`src/rtl/dec2exe_shift_fifo.sv`:
```
// Two-entry decode-to-execute FIFO carrying shift ops (data, amount, cmd, tag).
// Push side: PUSH_VALID_SD/PUSH_READY_SD, OP1_SD, OP2_SD, CMD_SD, DEST_SD.
// Pop side: POP_VALID_SE/POP_READY_SE, DIN_SE, SHIFT_VAL_SE, CMD_SE, DEST_SE.
// COUNT_SE reports occupancy; FLUSH_SE kills every entry.
// Optional macro SHIFT_FIFO_BYPASS_EN: an empty FIFO forwards a push straight
// to the pop side in the same cycle.
module dec2exe_shift_fifo (
  input  logic        CLK,
  input  logic        RESET,
  input  logic        FLUSH_SE,
  input  logic        PUSH_VALID_SD,
  output logic        PUSH_READY_SD,
  input  logic [31:0] OP1_SD,
  input  logic [31:0] OP2_SD,
  input  logic [1:0]  CMD_SD,
  input  logic [5:0]  DEST_SD,
  output logic        POP_VALID_SE,
  input  logic        POP_READY_SE,
  output logic [31:0] DIN_SE,
  output logic [4:0]  SHIFT_VAL_SE,
  output logic [1:0]  CMD_SE,
  output logic [5:0]  DEST_SE,
  output logic [1:0]  COUNT_SE
);

  typedef struct packed {
    logic [31:0] op1;
    logic [4:0]  sh;
    logic [1:0]  cmd;
    logic [5:0]  dest;
  } ent_t;

  ent_t       mem_q [2];
  ent_t       push_ent;
  ent_t       head;
  logic [1:0] count_q, count_d;
  logic       rd_ptr_q, rd_ptr_d;
  logic       wr_ptr_q, wr_ptr_d;
  logic       push_fire;
  logic       byp_take;
  logic       wr_en, rd_en;
  logic       unused_op2;

  // Only the low five bits of the amount matter to a 32-bit shifter.
  assign unused_op2 = ^OP2_SD[31:5];

  assign push_ent = '{
    op1:  OP1_SD,
    sh:   OP2_SD[4:0],
    cmd:  CMD_SD,
    dest: DEST_SD
  };

  // Ready is purely a function of stored occupancy, so a full FIFO
  // refuses a push even when the head drains in the same cycle.
  assign PUSH_READY_SD = (count_q != 2'd2);
  assign push_fire     = PUSH_VALID_SD & PUSH_READY_SD & ~FLUSH_SE;

`ifdef SHIFT_FIFO_BYPASS_EN
  logic byp;
  assign byp = (count_q == 2'd0) & PUSH_VALID_SD & ~FLUSH_SE & ~RESET;
  assign POP_VALID_SE = (count_q != 2'd0) | byp;
  assign head         = byp ? push_ent : mem_q[rd_ptr_q];
  // A forwarded op that execute takes right away never lands in storage.
  assign byp_take     = byp & POP_READY_SE;
`else
  assign POP_VALID_SE = (count_q != 2'd0);
  assign head         = mem_q[rd_ptr_q];
  assign byp_take     = 1'b0;
`endif

  assign DIN_SE       = head.op1;
  assign SHIFT_VAL_SE = head.sh;
  assign CMD_SE       = head.cmd;
  assign DEST_SE      = head.dest;
  assign COUNT_SE     = count_q;

  assign wr_en = push_fire & ~byp_take;
  assign rd_en = POP_READY_SE & (count_q != 2'd0) & ~FLUSH_SE;

  always_comb begin
    count_d  = count_q;
    rd_ptr_d = rd_ptr_q;
    wr_ptr_d = wr_ptr_q;
    if (wr_en) wr_ptr_d = ~wr_ptr_q;
    if (rd_en) rd_ptr_d = ~rd_ptr_q;
    case ({wr_en, rd_en})
      2'b10:   count_d = count_q + 2'd1;
      2'b01:   count_d = count_q - 2'd1;
      default: count_d = count_q;
    endcase
    if (FLUSH_SE) begin
      count_d  = 2'd0;
      rd_ptr_d = 1'b0;
      wr_ptr_d = 1'b0;
    end
  end

  always_ff @(posedge CLK) begin
    if (RESET) begin
      count_q  <= 2'd0;
      rd_ptr_q <= 1'b0;
      wr_ptr_q <= 1'b0;
    end else begin
      count_q  <= count_d;
      rd_ptr_q <= rd_ptr_d;
      wr_ptr_q <= wr_ptr_d;
    end
  end

  // Payload storage is left unreset; valid tracking lives in count_q.
  always_ff @(posedge CLK) begin
    if (wr_en & ~RESET) mem_q[wr_ptr_q] <= push_ent;
  end

endmodule

```
`config.mk`:
```
export PLATFORM = sky130hd
export DESIGN_NAME = dec2exe_shift_fifo
export DESIGN_NICKNAME = d
export VERILOG_FILES = /design/src/rtl/dec2exe_shift_fifo.sv
export SDC_FILE = /design/constraint.sdc
export NUM_CORES = 1
export LEC_CHECK = 0
export BUFFER_PORTS_ARGS = -buffer_cell sky130_fd_sc_hd__buf_2
export CAP_MARGIN = 20
export CORE_UTILIZATION = 36
export DETAILED_ROUTE_END_ITERATION = 8
export GPL_ROUTABILITY_DRIVEN = 0
export GPL_TIMING_DRIVEN = 0
export SLEW_MARGIN = 20
export SYNTH_ARGS = -nofsm -noshare
export SYNTH_HDL_FRONTEND = slang
export SYNTH_SLANG_ARGS = --single-unit
export TNS_END_PERCENT = 1
```
`constraint.sdc`:
```
create_clock -name CLK -period 6.13 [get_ports CLK]
set_clock_uncertainty 0.2 [all_clocks]
set_input_delay 0.9195 -clock CLK [delete_from_list [all_inputs] [get_ports CLK]]
set_output_delay 0.9195 -clock CLK [all_outputs]
set_load 0.05 [all_outputs]
```
## Word-level counts from Yosys, hierarchy flattened

Memories as Yosys holds them, arrays and structs flattened. A register that Yosys moved wholly into a read port is not among the register bits.
Cells that the tools add are included.

| word-level totals | value |
|---|---|
| flip-flop bits (word level) | 4 |
| RAM bits | 90 |
| input bits | 77 |
| memories kept | 1 |

| operators by class | value |
|---|---|
| add/sub/neg operators | 2 |
| equality and inequality tests | 3 |
| multiplexer cells | 5 |
| bitwise operators | 9 |
| reduce and logical (&&, ||, !) cells | 3 |

Memory list:

| memory | words | bits a word | read ports | clocked after Yosys merged registers in | write ports | RTL line | RTL |
|---|---|---|---|---|---|---|---|
| mem_q | 2 | 45 | 1 | 1 | 1 | 33 | `ent_t mem_q [2];` |

Operators by type and width:

| kind | count |
|---|---|
| $and 1x1->1 | 5 |
| $mux 1 | 4 |
| $not 1->1 | 4 |
| $pmux 2 s2 | 1 |
| $reduce_bool 2->1 | 2 |
| $add 2x1->2 const B | 1 |
| $eq 2x1->1 const B | 1 |
| $eq 2x2->1 const B | 1 |
| $ne 2x2->1 const B | 1 |
| $reduce_or 2->1 | 1 |
| $sub 2x1->2 const B | 1 |

## Depth between registers and ports, before layout

Gate-level depths: netlist of run 1.

| depth | value |
|---|---|
| depth in word-level cells | 6 |
| mapped depth | 6 |
| depth with buffers taken out | 6 |

## Worst setup path after synthesis of run 1

No wires, ideal clock.

| timing path | value |
|---|---|
| path kind | input -> register |
| start point | input port FLUSH_SE |
| end point | memory mem_q[0][0] (netlist bit), enable pin |
| data arrival time | 5645 ps |
| slack | -275 ps |
| cell stages on the path | 3 |
| buffers on the path | 1 |
| cells stage by stage | or2_2 -> clkbuf_1 -> nor4_1 |

| between the ends | value |
|---|---|
| cells in the longest elaborated chain, start to end | 5 |

RTL lines:

| what | RTL line | RTL |
|---|---|---|
| start, declared | 10 | `input logic FLUSH_SE,` |
| $not 1->1 | 57 | `assign push_fire = PUSH_VALID_SD & PUSH_READY_SD & ~FLUSH_SE;` |
| $and 1x1->1 | 57 |  |
| $and 1x1->1 | 113 | `if (wr_en & ~RESET) mem_q[wr_ptr_q] <= push_ent;` |
| $mux 1 | 113 |  |
| $mux 1 (implied by the code) | 113 |  |
| end, declared | 33 |  |

No other way between the ends.

## Final worst setup path of run 1

| timing path | value |
|---|---|
| start point | input port FLUSH_SE |
| end point | memory mem_q[1][25] (netlist bit), enable pin |

Same word-level chain as after synthesis.

==> results list, run 1 <==
- Run status: finished, final reports clean
- Clock tree synthesis inserted a total of 9 buffers.
* Vias in the first global route: 1910
- Post-synthesis sequential element count: 95
- Setup violations remaining at the end of the flow were counted as 0.
* Internal power component: 900 uW
- Measured along the y axis, the die boundary spans 100 um.
- Clock latency on the worst-skew pair, taken at its later pin, is 0.35 ns.
- By instance count, the cell type seen most on the critical path is sky130_fd_sc_hd__buf_2.
- Using the TritonRoute via totals, the vias-per-cell ratio works out to ~4.5.
- In this run, distinct cell masters in the synthesized netlist total 16.
- Across the VDD grid, the largest voltage drop is 0.129 mV.
- Delay of the slowest cell on the worst path: ~0.6 ns
- Crit-path slowest cell: sky130_fd_sc_hd__nor4_2
- Min Tclk post-route: 3.11 ns
- For this run, the total global-route usage over all layers was measured as 12.8%.
- By area, the combinational part of the netlist is dominated by multiplexers.
- Area of the die: 0.0101 mm^2
- Number of violations of the max-capacitance limit: 0
* Maximum clock frequency: 0.322 GHz
* Cts-stage hold buffer count: 0
- The pre-antenna-repair detailed-routing pass consisted of 4 iterations.
* Fraction of post-synthesis cell area in the top cell type by area: 77.7%
- TritonCTS built the clock tree.
- Cell area after synthesis: approximately 0.0035 mm^2
- Ranked by total cell area, the synthesized netlist is headed by sky130_fd_sc_hd__edfxtp_1 78%, sky130_fd_sc_hd__mux2_2 15%, sky130_fd_sc_hd__dfxtp_1 2.9%.
- Post-CTS timing repair inserted 0 buffers for setup.
- In the final design database the tool counted 373 nets.
- Share of post-route cells with drive strength above 1: approximately three fifths
* Clock network fraction of design power: 30.9%
* Leakage power figure: between 0.0015 and 0.002 uW
* Worst path setup slack after routing: 3.02 ns
- Once detailed placement completed, the half-perimeter wirelength came to between 4000 and 5000 um.
- Final max-slew violation count: 0
* Clock tree sinks: 95
- Category of the worst setup path launch point: input pin
* Number of design-rule violations left by the first detailed-router iteration: 42
- After global routing the overflow that remains totals 0.
* Pin slew with the least headroom to its limit: 0.752 ns
- Worst setup slack after placement: 2.54 ns
* CTS-repair resized insts: 0
- 0 antenna diodes ended up in the layout.
- Hold violation total from the final report: 0
- Mux contribution to synthesized area: 14.6%
- Cell count after synthesis: 170
- Post-synthesis average cell area: 20.5 um^2
- The area growth from synthesis to layout is 26.8%.
* Clock slew at reported path FFs: 0.09 ns
- Buffers placed on the I/O ports in this run total 98.
- The initial antenna violation count was 0.
- Final cell area excluding filler cells: 0.00441 mm^2
* Global-route wire length before repair: ~9400 um
- Simple-Gate Fraction of Synth Area: under 10%
* Cell taking the most area after synthesis: sky130_fd_sc_hd__edfxtp_1
- DRC errors left: 0
- Largest net degree at the start of global routing: 17
- Arrival time at the worst endpoint: between 2 and 3 ns
* Sequential area share after synthesis: approximately 81%
- Power spread over the standard cell area amounts to 268 mW/mm^2.
- Worst hold-check path type: register to register
* Worst-path fanout max: 7
- Net Count, Synth: 248
- Fraction of power consumed by sequential logic: 61.3%
- The cell sitting at the root of the clock tree is a sky130_fd_sc_hd__clkbuf_8.
- Post-synthesis share of cell area spent on xor and xnor gates: 0.755%
- For this configuration, the core starts out at a cell density of a little under two fifths.
* Required time reported for the critical path endpoint: 5.98 ns
* Number of buffers between clock root and the deepest sink: 2
- CTS H-tree lvls: 3
- Final worst path period share: approximately 50%
- Total length of routed wires: about 6000 um
* Critical path capture point type: register
- Core region area: 0.00928 mm^2
- The die is between 100 and 150 um wide.
* Setup repair after global routing missed its margin: no
* Routed Antenna Nets: 0
* Placement-stage cell area: 0.00424 mm^2
- Overall via count from detail_route: 1918
- The critical path in this run is classified as input pin to register.
- Proportion of total power due to net switching: 23.9%
- Dividing the detail-routed wire length by the instance count gives 14.1 um.
* Rel. slew slack: 49.5%
- During I/O placement, the number of pins put on the boundary was 126.
- Synth warn: 0
- In this run the power spent charging and discharging nets is 283 uW.
- Comb pwr share: about 8%
- Number of placement rows: 35
* Cells along the critical path: buf_2 -> or2_2 -> clkbuf_1 -> nor4_2 -> buf_4 -> buf_2 -> buf_4 -> buf_2
- The synthesized netlist devotes 0.719% of its cell area to compound gates.
* Arithmetic-cell share of the synthesized area counting full adders, half adders and majority gates: 0.360%
[power groups by stage]
stage | logic [uW] | clock network, uW | registers (uW)
after floorplan | 56.9 | 0 | 742
after global placement | 88.4 | 0 | 742
after detailed placement | 93.6 | 0 | 740
after CTS | 93.9 | 378 | 725
after global routing | 99.0 | 405 | 726
final | 92.6 | 366 | 725
[state kept, by name, summed over array words and instances, names as in the netlist, named ones only]
| signal | count |
|---|---|
| mem_q | 90 |
| COUNT_SE | 2 |
| rd_ptr_q | 1 |
| wr_ptr_q | 1 |
[per-layer routing]
layer,vias to the layer above,GRT usage [%],wire length [um]
li1,909,-,-
met1,931,15.8,2660
met2,68,20.5,2910
met3,10,3.97,368
met4,0,5.69,97
met5,-,0,0
[cell usage in the layout, fill, tap and decap left out, drive strengths merged]
master / n
a21oi: 2
buf: 119
clkbuf: 10
clkinv: 5
clkinvlp: 1
dfxtp: 5
edfxtp: 90
ha: 1
inv: 4
mux2: 45
nor2: 4
nor2b: 1
nor4: 2
o21ai: 3
or2: 2
or3: 3
xnor2: 1
xor2: 2
[per-stage QoR]
| step | std cells | utilization, % | total power, uW | TNS [ns] | hold slack, ns |
|---|---|---|---|---|---|
| finish | 429 | 47.5 | 1180 | 0 | 0.314 |
| global route | 429 | 47.5 | 1230 | 0 | 0.366 |
| CTS | 429 | 47.5 | 1200 | 0 | 0.315 |
| detailed placement | 413 | 45.6 | 834 | 0 | 0.293 |
| global placement | 397 | 44.5 | 831 | -292.39 | 0.279 |
| floorplan | 170 | - | 799 | -24.70 | 0.271 |
[cell usage after synthesis]
cell                       number
sky130_fd_sc_hd__nor4_1         2
sky130_fd_sc_hd__o21ai_0        3
sky130_fd_sc_hd__buf_2          5
sky130_fd_sc_hd__dfxtp_1        5
sky130_fd_sc_hd__xnor2_1        1
sky130_fd_sc_hd__or2_2          2
sky130_fd_sc_hd__a21oi_1        2
sky130_fd_sc_hd__nor2_1         4
sky130_fd_sc_hd__or3_1          3
sky130_fd_sc_hd__inv_1          3
sky130_fd_sc_hd__nor2b_1        1
sky130_fd_sc_hd__mux2_2        45
sky130_fd_sc_hd__edfxtp_1      90
sky130_fd_sc_hd__ha_1           1
sky130_fd_sc_hd__clkbuf_1       1
sky130_fd_sc_hd__xor2_1         2
[critical path: cells and delay by family]
kind / cells / cell delay, ns
and+or+nand+nor: 2 / 0.88
buffers and inverters: 6 / 1.16
[cell families after synthesis]
logic type | count (synthesis)
flip-flops | 95
AO/OA/AOI/OAI | 5
multiplexers | 45
AND/OR/NAND/NOR | 12
XOR/XNOR | 3
buffers and inverters | 9
adder cells (fa/ha/maj) | 1
[final cells by class]
cell class / instances / area (um^2)
timing repair buffer: 114 / 586
buffer: 6 / 28.8
multi-input combinational: 66 / 648
inverter: 3 / 11.3
fill: 874 / 4870
clock buffer: 9 / 124
sequential: 95 / 2800
tap: 129 / 161
clock inverter: 7 / 47.5
[worst paths after layout]
path,from,end,slack (ns),cells after the start
min reg2reg,rd_ptr_q$_SDFFE_PP0P_,rd_ptr_q$_SDFFE_PP0P_,0.31,2
max reg2reg,COUNT_SE[0]$_SDFFE_PP0P_,mem_q[1][25]$_DFFE_PP_,3.51,6
max,FLUSH_SE,mem_q[1][25]$_DFFE_PP_,3.02,8
min,rd_ptr_q$_SDFFE_PP0P_,rd_ptr_q$_SDFFE_PP0P_,0.31,2
(Power assumes the default switching activity.)
==> run 2, diff against run 1 <==
==> constraint.sdc (replaced) <==
create_clock -name CLK -period 2.7 [get_ports CLK]
set_clock_uncertainty 0.2 [all_clocks]
set_input_delay 0.405 -clock CLK [delete_from_list [all_inputs] [get_ports CLK]]
set_output_delay 0.405 -clock CLK [all_outputs]
set_load 0.05 [all_outputs]
==> run 2 against run 1 <==
Sequential share of layout area decreased by 0.81 points. First-iteration DRC count decreased by 12%. Flip-flop and latch count stayed put. Combinational power increased by 130%. Utilization rose by 0.70 points. Cell count shrank 1.9%. Die area is the same. Register-to-register slack lost 3.1 ns. Total power up 140%. Design area increased by 1.5%. Critical endpoint is now DIN_SE[17]. Largest power group unchanged.
==> results list, run 2 (synthesis results as in run 1) <==
* Number of placement rows: 35
- Category of the worst setup path launch point: register
* DRC errors left: 0
- TritonCTS built the clock tree.
- NetSw: 620 uW
- 126 I/O pins were placed.
* Peak supply drop: 0.262 mV
- Of the cells placed in the final design, the portion with a size suffix greater than 1 is 61.0%.
* Comb pwr share: under 10%
- Before antenna repair, the detailed router went through 4 iterations.
- The initial antenna violation count came to 0.
* Setup repair after global routing missed its margin: no
- The clock network burns around a third of the power.
- The final route contains between 1500 and 2000 vias.
- Average wire length per cell after detail routing: 14.0 um
- The HPWL after detailed placement is 4140 um.
* Number of buffers created by CTS: 9
- In the routed layout, each cell is associated on average with a via count of 4.43.
- Total length of routed wires: around 5900 um
- In the layout the commonest cells are 103 x sky130_fd_sc_hd__buf_2, 90 x sky130_fd_sc_hd__edfxtp_1, 45 x sky130_fd_sc_hd__mux2_2.
- Worst path bufs/invs: 3
- In this run the tightest slew margin relative to its limit is 49.3%.
- The clock reaches the later pin of the worst-skew pair after 0.35 ns.
* Vias in the first global route: 1845
* Worst-path fanout max: 10
* Aggregate global-route resource usage: about an eighth
- Number of buffers between clock root and the deepest sink: 2
- Die X-Extent: ~100 um
* Max reg flops: 90
- Once the clock tree was built, the resizer swapped 0 gates to a different size.
- Clock tree sinks: 95
* Clock root buffer master: sky130_fd_sc_hd__clkbuf_8
- Fraction of power consumed by sequential logic: between 50 and 60%
- Required time reported for the critical path endpoint: 2.10 ns
- Most common cell after layout, fill and taps aside: sky130_fd_sc_hd__buf_2
- Power comes to 2840 uW.
* Final max-slew violation count: 0
- After filler insertion, the fill cell instance count of the layout stands at approximately 850.
* Power Density: 636 mW/mm^2
- STA classifies the critical path endpoint as a primary output.
* Largest Register: mem_q
* Min Tclk post-route: 2.36 ns
- Delay of the slowest cell on the worst path: 0.37 ns
* Initial standard-cell utilization of the core: 37.5%
* Count of placed standard cells including taps: between 400 and 500
* Number of violations of the max-capacitance limit: 0
- Run status: finished, final reports clean
- Post-CTS Setup Inserts: 0
* Area of the die: 0.0101 mm^2
* Arrival time at the worst endpoint: 1.76 ns
- Global-route wire length before repair: 9050 um
- Worst path setup slack after routing: 0.339 ns
* Nets: 365
- Derived from the worst setup path, the maximum achievable clock frequency is 0.424 GHz.
- Before CTS, the worst setup slack after placement is 0.124 ns.
- With fillers left out, the area of the finished cells amounts to 0.00447 mm^2.
* Pin slew with the least headroom to its limit: 0.755 ns
- In this run the remaining antenna-violating nets after routing total 0.
- Overflow left after global routing: 0
- Worst hold-check path type: input pin to register
- For the final routed database, the setup TNS stands at 0 ns.
* Proportion of total power due to net switching: 21.8%
- Clock slew at reported path FFs: roughly 0.090 ns
* Leakage power figure: 0.00165 uW
- The signal on the critical path passes through buf_2 -> buf_2 -> mux2_2 -> buf_2.
* Crit-path leading delay family: buffers and inverters
- 0 antenna diodes ended up in the layout.
* Largest net degree at the start of global routing: 16
- Kind of critical path: register to primary output
* Number of endpoints failing setup at the final stage: 0
* Placement-stage cell area: between 0.004 and 0.005 mm^2
- Cts-stage hold buffer count: 0
* Height of the die: 100 um
- For this block, the initial DRC count from the detailed router was 37.
- CTS H-tree lvls: 3
- Crit-path slowest cell: sky130_fd_sc_hd__mux2_2
- Excluding fillers, the count of instances in the completed layout stands at 421.
- The area growth from synthesis to layout is 28.6%.
- In this run the standard cell core region covers 0.00928 mm^2.
- Most frequent cell on the critical path: sky130_fd_sc_hd__buf_2
- In this run the tool buffered the top-level ports with between 90 and 100 buffer cells.
- Hold violation total from the final report: 0
- Final worst path period share: 87.5%
- The internal portion of the total power is 2220 uW.
[run 2: cell count changes in the layout (fill, tap and decap cells not counted), moves of 2 or more]
cell	change
sky130_fd_sc_hd__buf_2	-10
sky130_fd_sc_hd__buf_4	-4
sky130_fd_sc_hd__buf_6	+6
sky130_fd_sc_hd__bufinv_16	+2
sky130_fd_sc_hd__clkinv_4	-2
sky130_fd_sc_hd__dfxtp_1	-2
sky130_fd_sc_hd__nor4_2	-2
sky130_fd_sc_hd__nor4_4	+2
[run 2: worst reg2reg max path: cells and delay by family (launching register included)]
kind / cells / cell delay [ns]
and+or+nand+nor: 2 / 0.91
buffers and inverters: 2 / 0.52
DFF: 1 / 0.34
[run 2: final cells by class]
cell class	count	area (um^2)	area share, %
buffer	6	38.8	0.867
clock buffer	9	124	2.77
clock inverter	7	87.6	1.96
inverter	3	11.3	0.252
multi-input combinational	66	671	15.0
sequential	95	2810	62.8
tap	129	161	3.61
timing repair buffer	106	573	12.8
[run 2: per-layer routing]
metal / up-vias / GRT usage [%] / share of wire (%)
met5: - / 0 / 0
met4: 0 / 5.02 / 1.4
met1: 909 / 13.9 / 43
met2: 55 / 21.2 / 51
li1: 893 / - / -
met3: 8 / 4.32 / 4.6
[run 2: power groups by stage]
| stage | Clock [uW] | Sequential (uW) | Combinational [uW] |
|---|---|---|---|
| global route | 1080 | 1650 | 227 |
| CTS | 1010 | 1650 | 217 |
| detailed placement | 0 | 1680 | 217 |
| finish | 984 | 1650 | 214 |
| floorplan | 0 | 1680 | 134 |
| global placement | 0 | 1680 | 205 |
[run 2: final timing paths]
| path | from | end | slack, ns | cells after the start |
|---|---|---|---|---|
| worst max-delay path | register | DIN_SE[17] | 0.34 | 4 |
| worst min-delay path | OP1_SD[3] | mem_q[0][16]$_DFFE_PP_ | 0.04 | 1 |
| worst max register to register | COUNT_SE[1]$_SDFFE_PP0P_ | mem_q[0][37]$_DFFE_PP_ | 0.44 | 4 |
| worst min register to register | COUNT_SE[1]$_SDFFE_PP0P_ | COUNT_SE[1]$_SDFFE_PP0P_ | 0.31 | 2 |
[run 2: stage by stage]
stage          hold WS, ns  util [%]
3_3_place_gp         0.287      45.0
3_5_place_dp         0.289      45.9
4_1_cts             0.0178      48.2
2_1_floorplan        0.272         -
5_1_grt            0.00721      48.2
6_report            0.0371      48.2
==> run 3, diff against run 2 <==
--- a/config.mk
+++ b/config.mk
@@ -11,6 +11,7 @@
 export DETAILED_ROUTE_END_ITERATION = 8
 export GPL_ROUTABILITY_DRIVEN = 0
 export GPL_TIMING_DRIVEN = 0
+export PLACE_DENSITY = 0.61
 export SLEW_MARGIN = 20
 export SYNTH_ARGS = -nofsm -noshare
 export SYNTH_HDL_FRONTEND = slang
==> run 3 against run 2 <==
Routed wire length fell by 1.3%. First-iteration DRC count fell by 22%. Combinational power barely moved. Register-to-register slack improved by 0.32 ns. Utilization rose by 0.18 points. Via count rose by 0.80%. Critical endpoint is now SHIFT_VAL_SE[3].
==> results list, run 3 (synthesis results as in run 1) <==
- Run status: finished, final reports clean
* Number of buffers created by CTS: 9
* Largest net degree at the start of global routing: 16
- Diode insertion count for antenna repair: 0
* Cts-stage hold buffer count: 0
- Worst hold path stage count: 1
* Worst hold-check path type: input pin to register
* Average wire length per cell after detail routing: between 10 and 15 um
* Vias in the first global route: 1825
- Dividing total power by cell area gives a power density of 632 mW/mm^2.
* Leakage power figure: 0.00166 uW
- At the later pin of the worst-skew pair, clock insertion delay measures approximately 0.34 ns.
- Category of the worst setup path launch point: register
- Worst path setup slack after routing: 0.354 ns
- Worst setup slack after placement: 0.488 ns
- Pre-antenna DRT Iters: 4
- Fill cells in the final layout number 865.
- Rel. slew slack: 76.9%
- Number of endpoints failing setup at the final stage: 0
* Number of violations of the max-capacitance limit: 0
* Final max-slew violation count: 0
- Area growth from synthesis to layout: 29.1%
- The top cell types in the final layout, fill and taps aside, are 103 x sky130_fd_sc_hd__buf_2, 90 x sky130_fd_sc_hd__edfxtp_1, 45 x sky130_fd_sc_hd__mux2_2.
- Worst-path fanout max: 10
- Maximum clock frequency: between 0.4 and 0.5 GHz
- Routed Antenna Nets: 0
- Once the clock tree was built, the resizer swapped 0 gates to a different size.
- Buffers added on ports: 98
- The clock net in this run drives a total of 95 sinks.
- The number of setup buffers added after CTS is 0.
* Pin slew with the least headroom to its limit: 0.343 ns
* Final worst path period share: 86.9%
- The post-route netlist has 61.1% of its cells at a drive strength greater than 1.
- R2r worst-path depth: 5
- Leaving out fill and tap cells, the most frequent cell in the layout is sky130_fd_sc_hd__buf_2.
- Post-DP HPWL: 3930 um
- Setup repair after global routing missed its margin: no
* Antenna violations before repair: 0
- Critical path capture point type: primary output
* Aggregate global-route resource usage: 11.7%
- CTS tree: built
* Largest Register: mem_q
- The endpoint identified for the worst register-to-register timing path is mem_q[0][8]$_DFFE_PP_.
- Clock slew at reported path FFs: 0.09 ns
* Vias per Instance: between 4 and 5
- Across the VDD grid, the largest voltage drop is about 0.33 mV.
* Number of top-level pins: between 100 and 150
- Number of design-rule violations left by the first detailed-router iteration: 29
* Max reg flops: 90
- In this run the deepest clock path goes through 2 buffers.
* Number of placement rows: 35
- Worst Hold Launch: OP1_SD[17]
- At the worst endpoint, the arrival time is 1.74 ns.
* Nets: 367
- Total length of routed wires: just under 6000 um
* Hold violation total from the final report: 0
- Overall via count from detail_route: ~1900
- Global-route wire length before repair: 8760 um
- In this run the vertical extent of the chip is 100 um.
- CTS H-tree lvls: 3
- Die X-Extent: about 100 um
* Setup slack on the worst flop-to-flop path: around 0.76 ns
* Overflow left after global routing: 0
- For this configuration, the core starts out at a cell density of 37.5%.
* Required time reported for the critical path endpoint: between 2 and 2.5 ns
* R2R Path Start: COUNT_SE[1]$_SDFFE_PP0P_
- The floorplan step defined a die boundary enclosing 0.0101 mm^2.
- Clock tree synthesis selected as its root buffer the cell sky130_fd_sc_hd__clkbuf_8.
* Final core utilization: 48.4%
* Core region area: 0.00928 mm^2
* DRC errors left: 0
- The critical path is of the register to primary output type.
- The worst path in the final design needs a cycle of 2.35 ns, including I/O delays and setup.
- The worst hold path terminates at mem_q[0][30]$_DFFE_PP_.
-- run 3: cell types whose count changed in the layout (fill, tap and decap cells not counted), sizes merged --
cell      change
inv           +1
buf           +2
clkinvlp      -2
-- run 3: metrics by stage --
step,TNS [ns],hold slack (ns),total power (uW),area [um^2],instances
floorplan,-14.56,0.272,1820,3530,170
detailed placement,0,0.292,1900,4280,407
finish,0,0.0389,2840,4490,422
global route,0,0.0133,2950,4490,422
CTS,0,0.0166,2880,4490,422
global placement,-112.59,0.287,1890,4180,397
-- run 3: worst max-delay path by stage --
stage | endpoint | slack (ns) | cells past startpoint
2_1_floorplan | mem_q[0][0]$_DFFE_PP_ | -0.16 | 3
3_3_place_gp | mem_q[0][39]$_DFFE_PP_ | -1.26 | 4
3_5_place_dp | mem_q[1][10]$_DFFE_PP_ | 0.49 | 7
4_1_cts | DIN_SE[30] | 0.28 | 4
5_1_grt | DIN_SE[30] | 0.22 | 4
6_report | SHIFT_VAL_SE[3] | 0.35 | 4
-- run 3: area by class of cell --
class	count	area (um^2)	share of cell area, %
Inverter	3	11.3	0.251
Tap cell	129	161	3.59
Timing Repair Buffer	108	592	13.2
Buffer	6	38.8	0.864
Sequential cell	95	2810	62.5
Clock buffer	9	124	2.76
Multi-Input combinational cell	66	671	14.9
Clock inverter	6	85.1	1.89
-- run 3: power by group --
group | switching, uW | internal [uW]
Combinational | 142 | 73.8
Clock | 462 | 516
Sequential | 6.89 | 1640
Total | 610 | 2230
-- run 3: layer usage --
metal,wire length [um],part of all wire [%],vias to the layer above,track usage [%]
li1,-,-,898,-
met1,2480,43,917,13.6
met2,2930,50,61,19.7
met3,339,5.8,4,4.53
met4,56,0.96,0,4.01
met5,0,0,-,0
-- run 3: worst max-delay path, stage by stage, from the launching register on --
cell	delay, ns
sky130_fd_sc_hd__dfxtp_1	0.31
sky130_fd_sc_hd__buf_2	0.21
sky130_fd_sc_hd__buf_2	0.30
sky130_fd_sc_hd__mux2_2	0.37
sky130_fd_sc_hd__buf_2	0.21
